--- src/rtl/timer_responder_pkg.sv ---
// Shared constants for the memory-mapped timer: register offsets, CTRL bit
// positions and reset values.
package timer_responder_pkg;

  localparam int unsigned OFF_W  = 3;
  localparam int unsigned CTRL_W = 3;

  typedef enum logic [OFF_W-1:0] {
    TMR_CTRL  = 3'd0,
    TMR_PRESC = 3'd1,
    TMR_CMP   = 3'd2,
    TMR_CNT   = 3'd3,
    TMR_STAT  = 3'd4
  } tmr_off_e;

  localparam int unsigned CTRL_EN     = 0;
  localparam int unsigned CTRL_AUTO   = 1;
  localparam int unsigned CTRL_IRQ_EN = 2;

  // COMPARE resets to all ones; replicated to the bus width at the use site.
  localparam logic CMP_RST_BIT = 1'b1;

endpackage

--- src/rtl/timer_responder_if.sv ---
// Slave-side memory-map port: shared write data/address, per-slave selects
// and the combinational read-data return.
interface timer_responder_if #(
  parameter int unsigned DATA_WIDTH = 32
);
  logic [DATA_WIDTH-1:0] wd;
  logic [DATA_WIDTH-1:0] address;
  logic                  we;
  logic                  re;
  logic [DATA_WIDTH-1:0] rd;

  modport master (output wd, address, we, re, input rd);
  modport slave  (input wd, address, we, re, output rd);
endinterface

--- src/rtl/timer_prescaler.sv ---
// Prescaler: raises tick_c for one cycle every PRESCALE+1 enabled cycles.
module timer_prescaler #(
  parameter int unsigned PRESC_WIDTH = 16
) (
  input  logic                   clk,
  input  logic                   rst_n,
  input  logic [PRESC_WIDTH-1:0] presc,
  input  logic                   en,
  input  logic                   clr,
  output logic                   tick_c
);

  logic [PRESC_WIDTH-1:0] cnt_q, cnt_d;

  always_comb begin
    cnt_d  = cnt_q;
    tick_c = en && (cnt_q == presc);
    if (clr || !en) begin
      cnt_d = '0;
    end else if (tick_c) begin
      cnt_d = '0;
    end else begin
      cnt_d = cnt_q + PRESC_WIDTH'(1);
    end
  end

  always_ff @(posedge clk or negedge rst_n) begin
    if (!rst_n) cnt_q <= '0;
    else        cnt_q <= cnt_d;
  end

endmodule

--- src/rtl/timer_responder.sv ---
// Memory-mapped timer slave: prescaled counter with compare match,
// optional auto-reload, sticky MATCH flag and level interrupt.
module timer_responder
  import timer_responder_pkg::*;
#(
  parameter int unsigned DATA_WIDTH  = 32,
  parameter int unsigned PRESC_WIDTH = 16
) (
  input  logic               clk,
  input  logic               rst_n,
  timer_responder_if.slave   bus,
  output logic               irq
);

  logic [CTRL_W-1:0]      ctrl_q,  ctrl_d;
  logic [PRESC_WIDTH-1:0] presc_q, presc_d;
  logic [DATA_WIDTH-1:0]  cmp_q,   cmp_d;
  logic [DATA_WIDTH-1:0]  cnt_q,   cnt_d;
  logic                   match_q, match_d;
  logic                   irq_q,   irq_d;
  logic [DATA_WIDTH-1:0]  rd_c;

  logic [OFF_W-1:0] off;
  logic wr_ctrl, wr_presc, wr_cmp, wr_cnt, wr_stat;
  logic tick_c, hit_c;
  logic unused_addr;

  assign off         = bus.address[4:2];
  assign unused_addr = ^{bus.address[DATA_WIDTH-1:5], bus.address[1:0]};

  assign wr_ctrl  = bus.we && (off == TMR_CTRL);
  assign wr_presc = bus.we && (off == TMR_PRESC);
  assign wr_cmp   = bus.we && (off == TMR_CMP);
  assign wr_cnt   = bus.we && (off == TMR_CNT);
  assign wr_stat  = bus.we && (off == TMR_STAT);

  timer_prescaler #(.PRESC_WIDTH(PRESC_WIDTH)) u_presc (
    .clk    (clk),
    .rst_n  (rst_n),
    .presc  (presc_q),
    .en     (ctrl_q[CTRL_EN]),
    .clr    (wr_ctrl || wr_presc),
    .tick_c (tick_c)
  );

  // A bus write to COUNT overrides the tick and suppresses that cycle's match.
  assign hit_c = tick_c && !wr_cnt && (cnt_q == cmp_q);

  always_comb begin
    ctrl_d  = ctrl_q;
    presc_d = presc_q;
    cmp_d   = cmp_q;
    cnt_d   = cnt_q;
    match_d = match_q;

    if (tick_c) begin
      cnt_d = (hit_c && ctrl_q[CTRL_AUTO]) ? '0 : cnt_q + DATA_WIDTH'(1);
    end
    if (wr_cnt)   cnt_d   = bus.wd;
    if (wr_ctrl)  ctrl_d  = bus.wd[CTRL_W-1:0];
    if (wr_presc) presc_d = bus.wd[PRESC_WIDTH-1:0];
    if (wr_cmp)   cmp_d   = bus.wd;

    // W1C first so a same-cycle match set wins.
    if (wr_stat && bus.wd[0]) match_d = 1'b0;
    if (hit_c)                match_d = 1'b1;

    irq_d = match_d && ctrl_d[CTRL_IRQ_EN];
  end

  always_ff @(posedge clk or negedge rst_n) begin
    if (!rst_n) begin
      ctrl_q  <= '0;
      presc_q <= '0;
      cmp_q   <= {DATA_WIDTH{CMP_RST_BIT}};
      cnt_q   <= '0;
      match_q <= 1'b0;
      irq_q   <= 1'b0;
    end else begin
      ctrl_q  <= ctrl_d;
      presc_q <= presc_d;
      cmp_q   <= cmp_d;
      cnt_q   <= cnt_d;
      match_q <= match_d;
      irq_q   <= irq_d;
    end
  end

  // Read data is combinational from registered state so MEM/WB captures it this cycle.
  always_comb begin
    rd_c = '0;
    if (bus.re) begin
      case (tmr_off_e'(off))
        TMR_CTRL:  rd_c = DATA_WIDTH'(ctrl_q);
        TMR_PRESC: rd_c = DATA_WIDTH'(presc_q);
        TMR_CMP:   rd_c = cmp_q;
        TMR_CNT:   rd_c = cnt_q;
        TMR_STAT:  rd_c = DATA_WIDTH'(match_q);
        default:   rd_c = '0;
      endcase
    end
  end

  assign bus.rd = rd_c;
  assign irq    = irq_q;

endmodule

--- src/flat_wrapper.sv ---
// flat-port wrapper written by rule: the top's interface ports become plain ports
module timer_responder_flat import timer_responder_pkg::*;
#(
  parameter int unsigned DATA_WIDTH  = 32,
  parameter int unsigned PRESC_WIDTH = 16
)
  (clk, rst_n, irq, bus_wd, bus_address, bus_we, bus_re, bus_rd);
  timer_responder_if #(.DATA_WIDTH(DATA_WIDTH)) bus_i ();
  input  logic clk;
  input  logic rst_n;
  output logic irq;
  input wire logic [$bits(bus_i.wd)-1:0] bus_wd;
  input wire logic [$bits(bus_i.address)-1:0] bus_address;
  input wire logic [$bits(bus_i.we)-1:0] bus_we;
  input wire logic [$bits(bus_i.re)-1:0] bus_re;
  output wire logic [$bits(bus_i.rd)-1:0] bus_rd;
  assign bus_i.wd = bus_wd;
  assign bus_i.address = bus_address;
  assign bus_i.we = bus_we;
  assign bus_i.re = bus_re;
  assign bus_rd = bus_i.rd;
  timer_responder #(.DATA_WIDTH(DATA_WIDTH), .PRESC_WIDTH(PRESC_WIDTH)) u_core (.clk(clk), .rst_n(rst_n), .bus(bus_i), .irq(irq));
endmodule
--- config.mk ---
export PLATFORM = sky130hd
export DESIGN_NAME = timer_responder_flat
export DESIGN_NICKNAME = d
export VERILOG_FILES = /design/src/rtl/timer_responder_pkg.sv /design/src/rtl/timer_responder_if.sv /design/src/rtl/timer_prescaler.sv /design/src/rtl/timer_responder.sv /design/src/flat_wrapper.sv
export SDC_FILE = /design/constraint.sdc
export NUM_CORES = 1
export LEC_CHECK = 0
export ABC_AREA = 0
export BUFFER_PORTS_ARGS = -buffer_cell sky130_fd_sc_hd__clkbuf_2
export CORE_MARGIN = 2
export CORE_UTILIZATION = 62
export CTS_CLUSTER_DIAMETER = 60
export DETAILED_ROUTE_END_ITERATION = 6
export GPL_TIMING_DRIVEN = 0
export HOLD_SLACK_MARGIN = 0.1
export PLACE_DENSITY_LB_ADDON = 0.25
export SLEW_MARGIN = 20
export SYNTH_ARGS = -nofsm -noshare
export SYNTH_HDL_FRONTEND = slang
export SYNTH_HIERARCHICAL = 1
export SYNTH_SLANG_ARGS = --single-unit
export TNS_END_PERCENT = 5
--- constraint.sdc ---
create_clock -name clk -period 5 [get_ports clk]
set_clock_uncertainty 0.2 [all_clocks]
set_input_delay 0 -clock clk [delete_from_list [all_inputs] [get_ports clk]]
set_output_delay 0 -clock clk [all_outputs]
set_load 0.05 [all_outputs]
[Yosys cells after proc, flatten, opt, wreduce, memory -nomap -nowiden]
Cells that the tools add are included.
Word-level totals
  input port bits: 68
  memories: 0
  register bits after elaboration: 101
  ROM bits: 0
  bits in latches: 0
  output and inout port bits: 33
  memory bits (writable): 0
  word-level logic and storage cells: 43
Operators by class
  bitwise operators: 0
  muxes and demuxes: 10
  div/mod/pow operators: 0
  add/subtract/negate cells: 2
  shift operators: 0
  eq/ne operators: 6
  reduce and logical (&&, ||, !) cells: 17
  multiply operators: 0
  magnitude comparators: 0
Operator list (count)
  $pmux 32 s5: 1
  $mux 32: 4
  $add 32x1->32 const B: 1
  $eq 32x32->1: 1
  $mux 16: 2
  $add 16x1->16 const B: 1
  $eq 16x16->1: 1
  $logic_and 1x1->1: 11
  $eq 3x2->1 const B: 2
  $eq 3x1->1 const B: 1
  $eq 3x3->1 const B: 1
  $logic_not 3->1: 1
  $mux 3: 1
  $logic_not 1->1: 2
  $logic_or 1x1->1: 2
  $mux 1: 2
  $reduce_bool 2->1: 1

[Longest topological paths before layout]
Gate-level depths: netlist of run 1.
  depth in word-level cells: 9
  depth in mapped cells: 13
  depth with buffers taken out: 8

[Modules after synthesis]
Netlist of run 1, hierarchy kept.
By module, submodules not included
  timer_responder: times used 1, cells each 514, area an instance 5356.4 um^2, seq. area each 2167.1 um^2
  timer_prescaler: times used 1, cells each 100, area an instance 1048.5 um^2, seq. area each 400.4 um^2

[Worst setup path after synthesis of run 1]
Ideal clock, no wire load.
  path kind: register to register
  start: register u_core.u_presc.cnt_q[2]
  end: register u_core.cnt_q[3]
  path buffers: 6
  arrival: 2.198 ns
  path slack: 2.525 ns
  stages on the path, launching flop included: 13
  required time: 4.723 ns
  clock period less this slack: 2.475 ns
  library setup time: 0.077 ns
  path through: dfrtp_1 -> buf_6 -> xnor2_2 -> nand4_1 -> nor4_1 -> and3_1 -> buf_6 -> buf_12 -> buf_6 -> buf_2 -> buf_1 -> a41oi_1 -> a21oi_1
On the way
  word-level cells in the longest chain between the ends: 8
  elaborated cells between the ends (all ways): 9
  those cells by class: eq/ne (1); mux (3); reduce/logical (5)
RTL lines
  from (decl): line timer_prescaler.sv:13  | logic [PRESC_WIDTH-1:0] cnt_q, cnt_d;
  from (signal assigned): line timer_prescaler.sv:29  | else cnt_q <= cnt_d;
  $eq 16x16->1 (*): line timer_prescaler.sv:17  | tick_c = en && (cnt_q == presc);
  $logic_and 1x1->1 (*): line timer_prescaler.sv:17
  net u_core.tick_c: line timer_responder.sv:25  | logic tick_c, hit_c;
  $logic_and 1x1->1 (2 in series): line timer_responder.sv:47  | assign hit_c = tick_c && !wr_cnt && (cnt_q == cmp_q);
  $logic_and 1x1->1: line timer_responder.sv:57  | cnt_d = (hit_c && ctrl_q[CTRL_AUTO]) ? '0 : cnt_q + DATA_WIDTH'(1);
  $mux 32: line timer_responder.sv:57
  $mux 32: line timer_responder.sv:56  | if (tick_c) begin
  $mux 32: line timer_responder.sv:59  | if (wr_cnt) cnt_d = bus.wd;
  to (signal assigned): line timer_responder.sv:83  | cnt_q <= cnt_d;
  to (decl): line timer_responder.sv:18  | logic [DATA_WIDTH-1:0] cnt_q, cnt_d;
Mark *: on every way through the listed nets, which the timed path passes. The rest lies on a longest branch. The select of a mux whose other input is x is not followed.
A chain may end at the register's enable or synchronous reset.

[Worst setup path after layout of run 1]
  start: register u_core.u_presc.cnt_q[5]
  end: register u_core.cnt_q[12]
The elaborated chain is that of the path after synthesis.

==> results.toml, run 1 <==
[cts]
cts_root_buf = "clkbuf_8"
clockBufferDepth = 2
cts_made_buffers = 9
clock_latency_ns = 0.38
htree_levels = 3
post_cts_buffers = 0
cts_sinks = 101
clk_pin_slew_ns = 0.10
cts_tree = "done"

[finish]
drive_gt1_frac = 0.3289
postLayoutCellArea_um2 = 7631
area_delta_synth_final_pct = 19.14
final_cell_mix = "72 x nor2_1, 71 x clkbuf_2, 69 x dfrtp_1, 64 x mux2_2, 53 x xnor2_1"
antenna_cells = 0
final_nets = 810
mostFrequentLayoutCell = "nor2_1"
fillers = 711

[synth]
yosysWarnings = 6
ys.flop_type = "dfrtp_1"
syn_inst = 614
yosys.area.top_type = "dfrtp_1"
synthMuxAreaShare = 0.1446
async_flop_share = 1.000
synth_top_family_by_area = "simple AND/OR/NAND/NOR gates"
yosysSeqAreaShare = 0.4009
syn_area_per_cell_um2 = 10.43
synthTopCellsByArea = "dfrtp_1 27%, dfstp_2 13%, mux2_2 11%"
yosys.area_share.simple = 0.1973
synthDistinctLibCells = 55
synthXorXnorAreaFrac = 0.1166
ys_seq_elements = 101
synth_compound_area_frac = 0.08459
synth_top_area_share = 0.2696
synth-adder-area-share = 0.003907
syn-num-nets = 684
syn_area_um2 = 6405
synth-edff-count = 0

[sta]
hold-worst-slack_ns = 0.1847
maxSlewHeadroom = 0.4039
tns_ns = 0
finalHoldViolations = 0
period_minus_slack_ns = 3.175
fmax_ghz = 0.3150
rsz0062_at_grt = "false"
finalSetupViolCount = 0
tightestPinTransition_ns = 0.8911
slew_viol_final = 0
post-route-period-util = 0.6349

[floorplan]
die_x_um = 105.6
num_rows = 37
ios = 101
placeableCoreArea_um2 = 10180
die_y_um = 105.6
die_area_um2 = 11160
initial_core_util = 0.6289

[placed_design]
place_area_um2 = 6967
place_congestion = 0.9874
hpwl_mm = 12.29
portBuffers = 71

[grt]
grt_first_pass_wirelength_mm = 28.01
grtUsageTotal = 0.3273
antenna_found_initial = 0
grt_max_degree = 82
gr-total-overflow = 0
grt_pass1_vias = 5343

[min_path]
min_to = "u_core/cnt_q[16]$_DFFE_PN0P_"
hp-start = "bus_wd[16]"
whs_path_depth = 4
hp-class = "primary input to flop"

[critical_path]
cp-start-kind = "flop"
r2r_setup_slack_ns = 1.83
crit_type = "flop to flop"
reg2reg_to = "u_core/cnt_q[12]$_DFFE_PN0P_"
worst-path-max-fanout = 10
cp_num_buf_inv = 6
worst_path_max_delay_cell = "buf_1"
arrival_ns = 3.26
crit_required_ns = 5.09
end_kind = "flop"
worst-r2r-cell-count = 12
reg2reg_from = "u_core/u_presc/cnt_q[5]$_DFF_PN0_"
cpMostUsedCell = "buf_6"
path_cells = "buf_6 -> xnor2_1 -> nand4_1 -> nor4_1 -> and3_1 -> buf_6 -> buf_12 -> buf_6 -> buf_2 -> buf_1 -> nand3_1 -> a31oi_1"
crit_family = "buffers and inverters"
cp_slowest_stage_delay_ns = 0.46

[routing]
wl_mm = 17.43
vias = 5392
drc = 0
drt_iter0_drc = 473
ant_nets = 0
vias_per_cell = 6.120
firstDrtPassIters = 5
wl_per_cell_um = 19.78

[power]
power.density_nw_per_um2 = 328.6
irDropWorstVdd_mv = 0.1906
p_leak_nw = 3.033

[run]
maxCapViolations = 0

[run_status]
status = "finished clean"
flip-flops by register name, indices dropped and copies added, names as in the netlist:
name,flops
u_core/cmp_q,32
u_core/cnt_q,32
u_core/presc_q,16
u_core/u_presc/cnt_q,16
u_core/ctrl_q,3
u_core/irq,1
u_core/match_q,1
report_power, final:
| group | internal, W | leakage, nW | switching [W] |
|---|---|---|---|
| logic | 0.000356 | 1.77 | 0.000374 |
| clock network | 0.000309 | 0.108 | 0.000294 |
| registers | 0.000998 | 1.15 | 0.000176 |
| total | 0.00166 | 3.03 | 0.000844 |
cell usage after synthesis, types with 10 or more instances:
library cell	number
nand3_1	18
dfrtp_1	69
xnor2_1	53
a21oi_1	13
nand4_1	31
a22oi_1	14
a211oi_2	10
nor3_1	13
o21ai_0	12
mux2_2	64
mux2i_1	16
xor2_1	23
buf_6	11
nor2_1	72
a31oi_1	12
dfstp_2	32
clkbuf_1	16
nand2_1	27
layer usage:
layer	up-vias	track usage	wire length (um)
met5	-	0	0
met4	0	0.1466	566
met3	45	0.03772	1236
met2	246	0.5171	8217
met1	2654	0.4560	7407
li1	2447	-	-
per-stage QoR:
stage / setup WS (ns) / total power (W) / cells / utilization
CTS: 1.919 / 0.002501 / 881 / 0.7493
floorplan: 2.525 / 0.001660 / 614 / -
detailed placement: 1.965 / 0.001872 / 822 / 0.6840
finish: 1.825 / 0.002507 / 881 / 0.7493
global route: 1.662 / 0.002615 / 881 / 0.7493
global placement: 2.008 / 0.001844 / 821 / 0.6805
worst min-delay path: stages:
cell and delay [ns]:
dlygate4sd3_1 0.53, clkbuf_2 0.11, nand2_1 0.04, o21ai_0 0.05
worst max-delay path by stage:
stage                                       from                            to  slack, ns  depth (start not counted)
2_1_floorplan  u_core/u_presc/cnt_q[2]$_DFF_PN0_   u_core/cnt_q[3]$_DFFE_PN0P_       2.52                         12
3_3_place_gp      u_core/presc_q[12]$_DFFE_PN0P_   u_core/cnt_q[3]$_DFFE_PN0P_       2.01                         11
3_5_place_dp        u_core/cnt_q[24]$_DFFE_PN0P_  u_core/cnt_q[27]$_DFFE_PN0P_       1.97                          7
4_1_cts        u_core/u_presc/cnt_q[2]$_DFF_PN0_  u_core/cnt_q[12]$_DFFE_PN0P_       1.92                         12
5_1_grt        u_core/u_presc/cnt_q[5]$_DFF_PN0_   u_core/cnt_q[3]$_DFFE_PN0P_       1.66                         12
6_report       u_core/u_presc/cnt_q[5]$_DFF_PN0_  u_core/cnt_q[12]$_DFFE_PN0P_       1.83                         12
kinds of logic (layout without fill, tap and decap cells):
family,after synthesis,count (layout)
and+or+nand+nor,221,221
AOI/OAI and AO/OA,76,76
adders and majority gates,2,2
buffers and inverters,51,182
muxes,82,82
DFF,101,101
xor gates and xnor gates,81,81
repair_timing:
item                                   in CTS  in global routing
resized for setup                           0                  0
endpoints found under the hold margin     186                  0
hold buffers                               43                  0
layout make-up:
type | count | area, um2 | share of cell area
repair buffers | 115 | 822.0 | 0.1077
plain buffers | 44 | 307.8 | 0.04033
multi-input cells | 462 | 3503 | 0.4591
well taps | 136 | 170.2 | 0.02230
clock buffers | 11 | 151.4 | 0.01984
flip-flops and latches | 101 | 2567 | 0.3364
clock inverters | 5 | 82.58 | 0.01082
inverters | 7 | 26.28 | 0.003443
No activity file was read; power rests on OpenSTA's default activity.
==> run 2: changes to the inputs <==
- ABC_AREA: 0 -> 1
- CORE_UTILIZATION: 62 -> 58
- clock period: 5 -> 3.2 ns (I/O delays scaled with it)
==> results.toml, run 2 <==
[run_status]
status = "finished with violations"
violations = "DRC"

[min_path]
hp-class = "primary input to flop"

[critical_path]
end_kind = "flop"
cp-start-kind = "flop"
arrival_ns = 2.84
crit_required_ns = 3.25
worst-path-max-fanout = 10
crit_type = "flop to flop"

[cts]
clk_pin_slew_ns = 0.07
htree_levels = 3
clockBufferDepth = 2
cts_root_buf = "clkbuf_16"
clock_latency_ns = 0.36
cts_made_buffers = 9
post_cts_buffers = 0
cts_sinks = 101
cts_tree = "done"

[synth]
ys_seq_elements = 101
synthTopCellsByCount = "315 x nand2_1, 169 x inv_1, 129 x nor2_1"
synth.most_common_cell = "nand2_1"
yosysWarnings = 6
synthTopCellsByArea = "dfrtp_1 25%, nand2_1 17%, dfstp_2 12%"
yosysSeqAreaShare = 0.3714
async_flop_share = 1.000
synthDistinctLibCells = 41
syn_area_per_cell_um2 = 6.731
ys.flop_type = "dfrtp_1"
syn_inst = 1027
syn-num-nets = 1097
synth-edff-count = 0
synth_top_area_share = 0.2498
yosys.area.top_type = "dfrtp_1"
syn_area_um2 = 6913

[sta]
slew_viol_final = 0
maxSlewHeadroom = 0.5974
tns_ns = 0
fmax_ghz = 0.3582
rsz0062_at_grt = "false"
finalSetupViolCount = 0
post-route-period-util = 0.8725
period_minus_slack_ns = 2.792
finalHoldViolations = 0
tightestPinTransition_ns = 0.6039
fin_ws_ns = 0.4081

[finish]
area_delta_synth_final_pct = 19.62
fillers = 991
drive_gt1_frac = 0.1517
final_cell_mix = "315 x nand2_1, 169 x inv_1, 129 x nor2_1, 72 x clkbuf_2, 69 x dfrtp_1"
antenna_cells = 0
final-seq-area_um2 = 2567
fin_util = 0.7181
postLayoutCellArea_um2 = 8269
multiInputGateArea_um2 = 3503
top_regs = "u_core/cmp_q: 32 flops, u_core/cnt_q: 32 flops"
mostFrequentLayoutCell = "nand2_1"
final_nets = 1225

[power]
p_leak_nw = 4.052
power.total_w = 0.004142
irDropWorstVdd_mv = 0.4563
power.density_nw_per_um2 = 500.9

[grt]
grt_first_pass_wirelength_mm = 32.38
grt_max_degree = 56
grt_pass1_vias = 6650
gr-total-overflow = 0
grtUsageTotal = 0.3188
antenna_found_initial = 0

[floorplan]
ios = 101
num_rows = 39
die_x_um = 113.2
die_y_um = 113.2
placeableCoreArea_um2 = 11520
initial_core_util = 0.6003
die_area_um2 = 12810

[placed_design]
portBuffers = 71
hpwl_mm = 14.35
place_area_um2 = 7483
dp_slack_ns = 0.5249
place_congestion = 0.9602

[routing]
wl_per_cell_um = 15.15
firstDrtPassIters = 7
ant_nets = 0
vias = 7113
wl_mm = 19.74
drt_iter0_drc = 747
drc = 7
vias_per_cell = 5.459

[run]
maxCapViolations = 0
## run 2: power breakdown
part / switching, W / leakage [nW] / total, W / internal, W
Sequential: 0.000264 / 1.23 / 0.00181 / 0.00155
Combinational: 0.000685 / 2.67 / 0.00113 / 0.000445
Clock: 0.000497 / 0.158 / 0.00120 / 0.000705
## run 2: critical path, cell delays in order, from the launching register on
cell and delay [ns]:
dfrtp_1 0.42, inv_1 0.07, nand2_1 0.11, nand2_1 0.06, nor3_1 0.29, nand3_1 0.12, nor2_1 0.34, nand2_4 0.14
clkinv_2 0.15, nand3_2 0.11, nor2_4 0.14, nand4_4 0.18, buf_6 0.21, nand2_1 0.07, nand2_1 0.05
## run 2: cells by family after synthesis
group | Yosys count | share of synthesized area
fa+ha+maj | 2 | 0.003619
buf+inv | 208 | 0.1218
xor+xnor | 47 | 0.05955
compound gates | 141 | 0.1211
simple gates | 528 | 0.3225
flops | 101 | 0.3714
## run 2: cell type report
cell class              count  share of cell area
clock buffers              10             0.02890
flip-flops and latches    101              0.3105
multi-input cells         718              0.4237
repair buffers            117              0.1030
well taps                 143             0.02164
plain buffers              34             0.02270
clock inverters             6             0.01044
inverters                 174             0.07913
## run 2: per-layer routing
metal | up-vias | GRT usage | wire length [um]
met2 | 302 | 0.5018 | 8970
li1 | 3460 | - | -
met3 | 28 | 0.06481 | 1688
met5 | - | 0 | 0
met4 | 0 | 0.08455 | 352
met1 | 3323 | 0.4526 | 8727
## run 2: final timing paths
kind / end / cells past startpoint / slack [ns] / from
hold reg to reg: u_core/u_presc/cnt_q[0]$_DFF_PN0_ / 1 / 0.29 / u_core/u_presc/cnt_q[0]$_DFF_PN0_
hold / removal: u_core/cmp_q[24]$_DFFE_PN1P_ / 4 / 0.21 / bus_wd[24]
setup / recovery: u_core/cnt_q[14]$_DFFE_PN0P_ / 14 / 0.41 / u_core/u_presc/cnt_q[7]$_DFF_PN0_
setup reg to reg: u_core/cnt_q[14]$_DFFE_PN0P_ / 14 / 0.41 / u_core/u_presc/cnt_q[7]$_DFF_PN0_
min in group asynchronous: u_core/cmp_q[6]$_DFFE_PN1P_ / 3 / 0.59 / rst_n
max in group asynchronous: u_core/cmp_q[29]$_DFFE_PN1P_ / 4 / 1.86 / rst_n
## run 2: repair_timing
item | CTS | global route
hold buffers | 45 | 0
gates resized for setup | 0 | 0
endpoints found under the hold margin | 186 | 0
## run 2: per-stage QoR
stage | instances | hold WS (ns)
2_1_floorplan | 1027 | -0.4956
3_3_place_gp | 1241 | 0.03145
3_5_place_dp | 1242 | -0.2317
4_1_cts | 1303 | 0.2141
5_1_grt | 1303 | 0.2394
6_report | 1303 | 0.2132
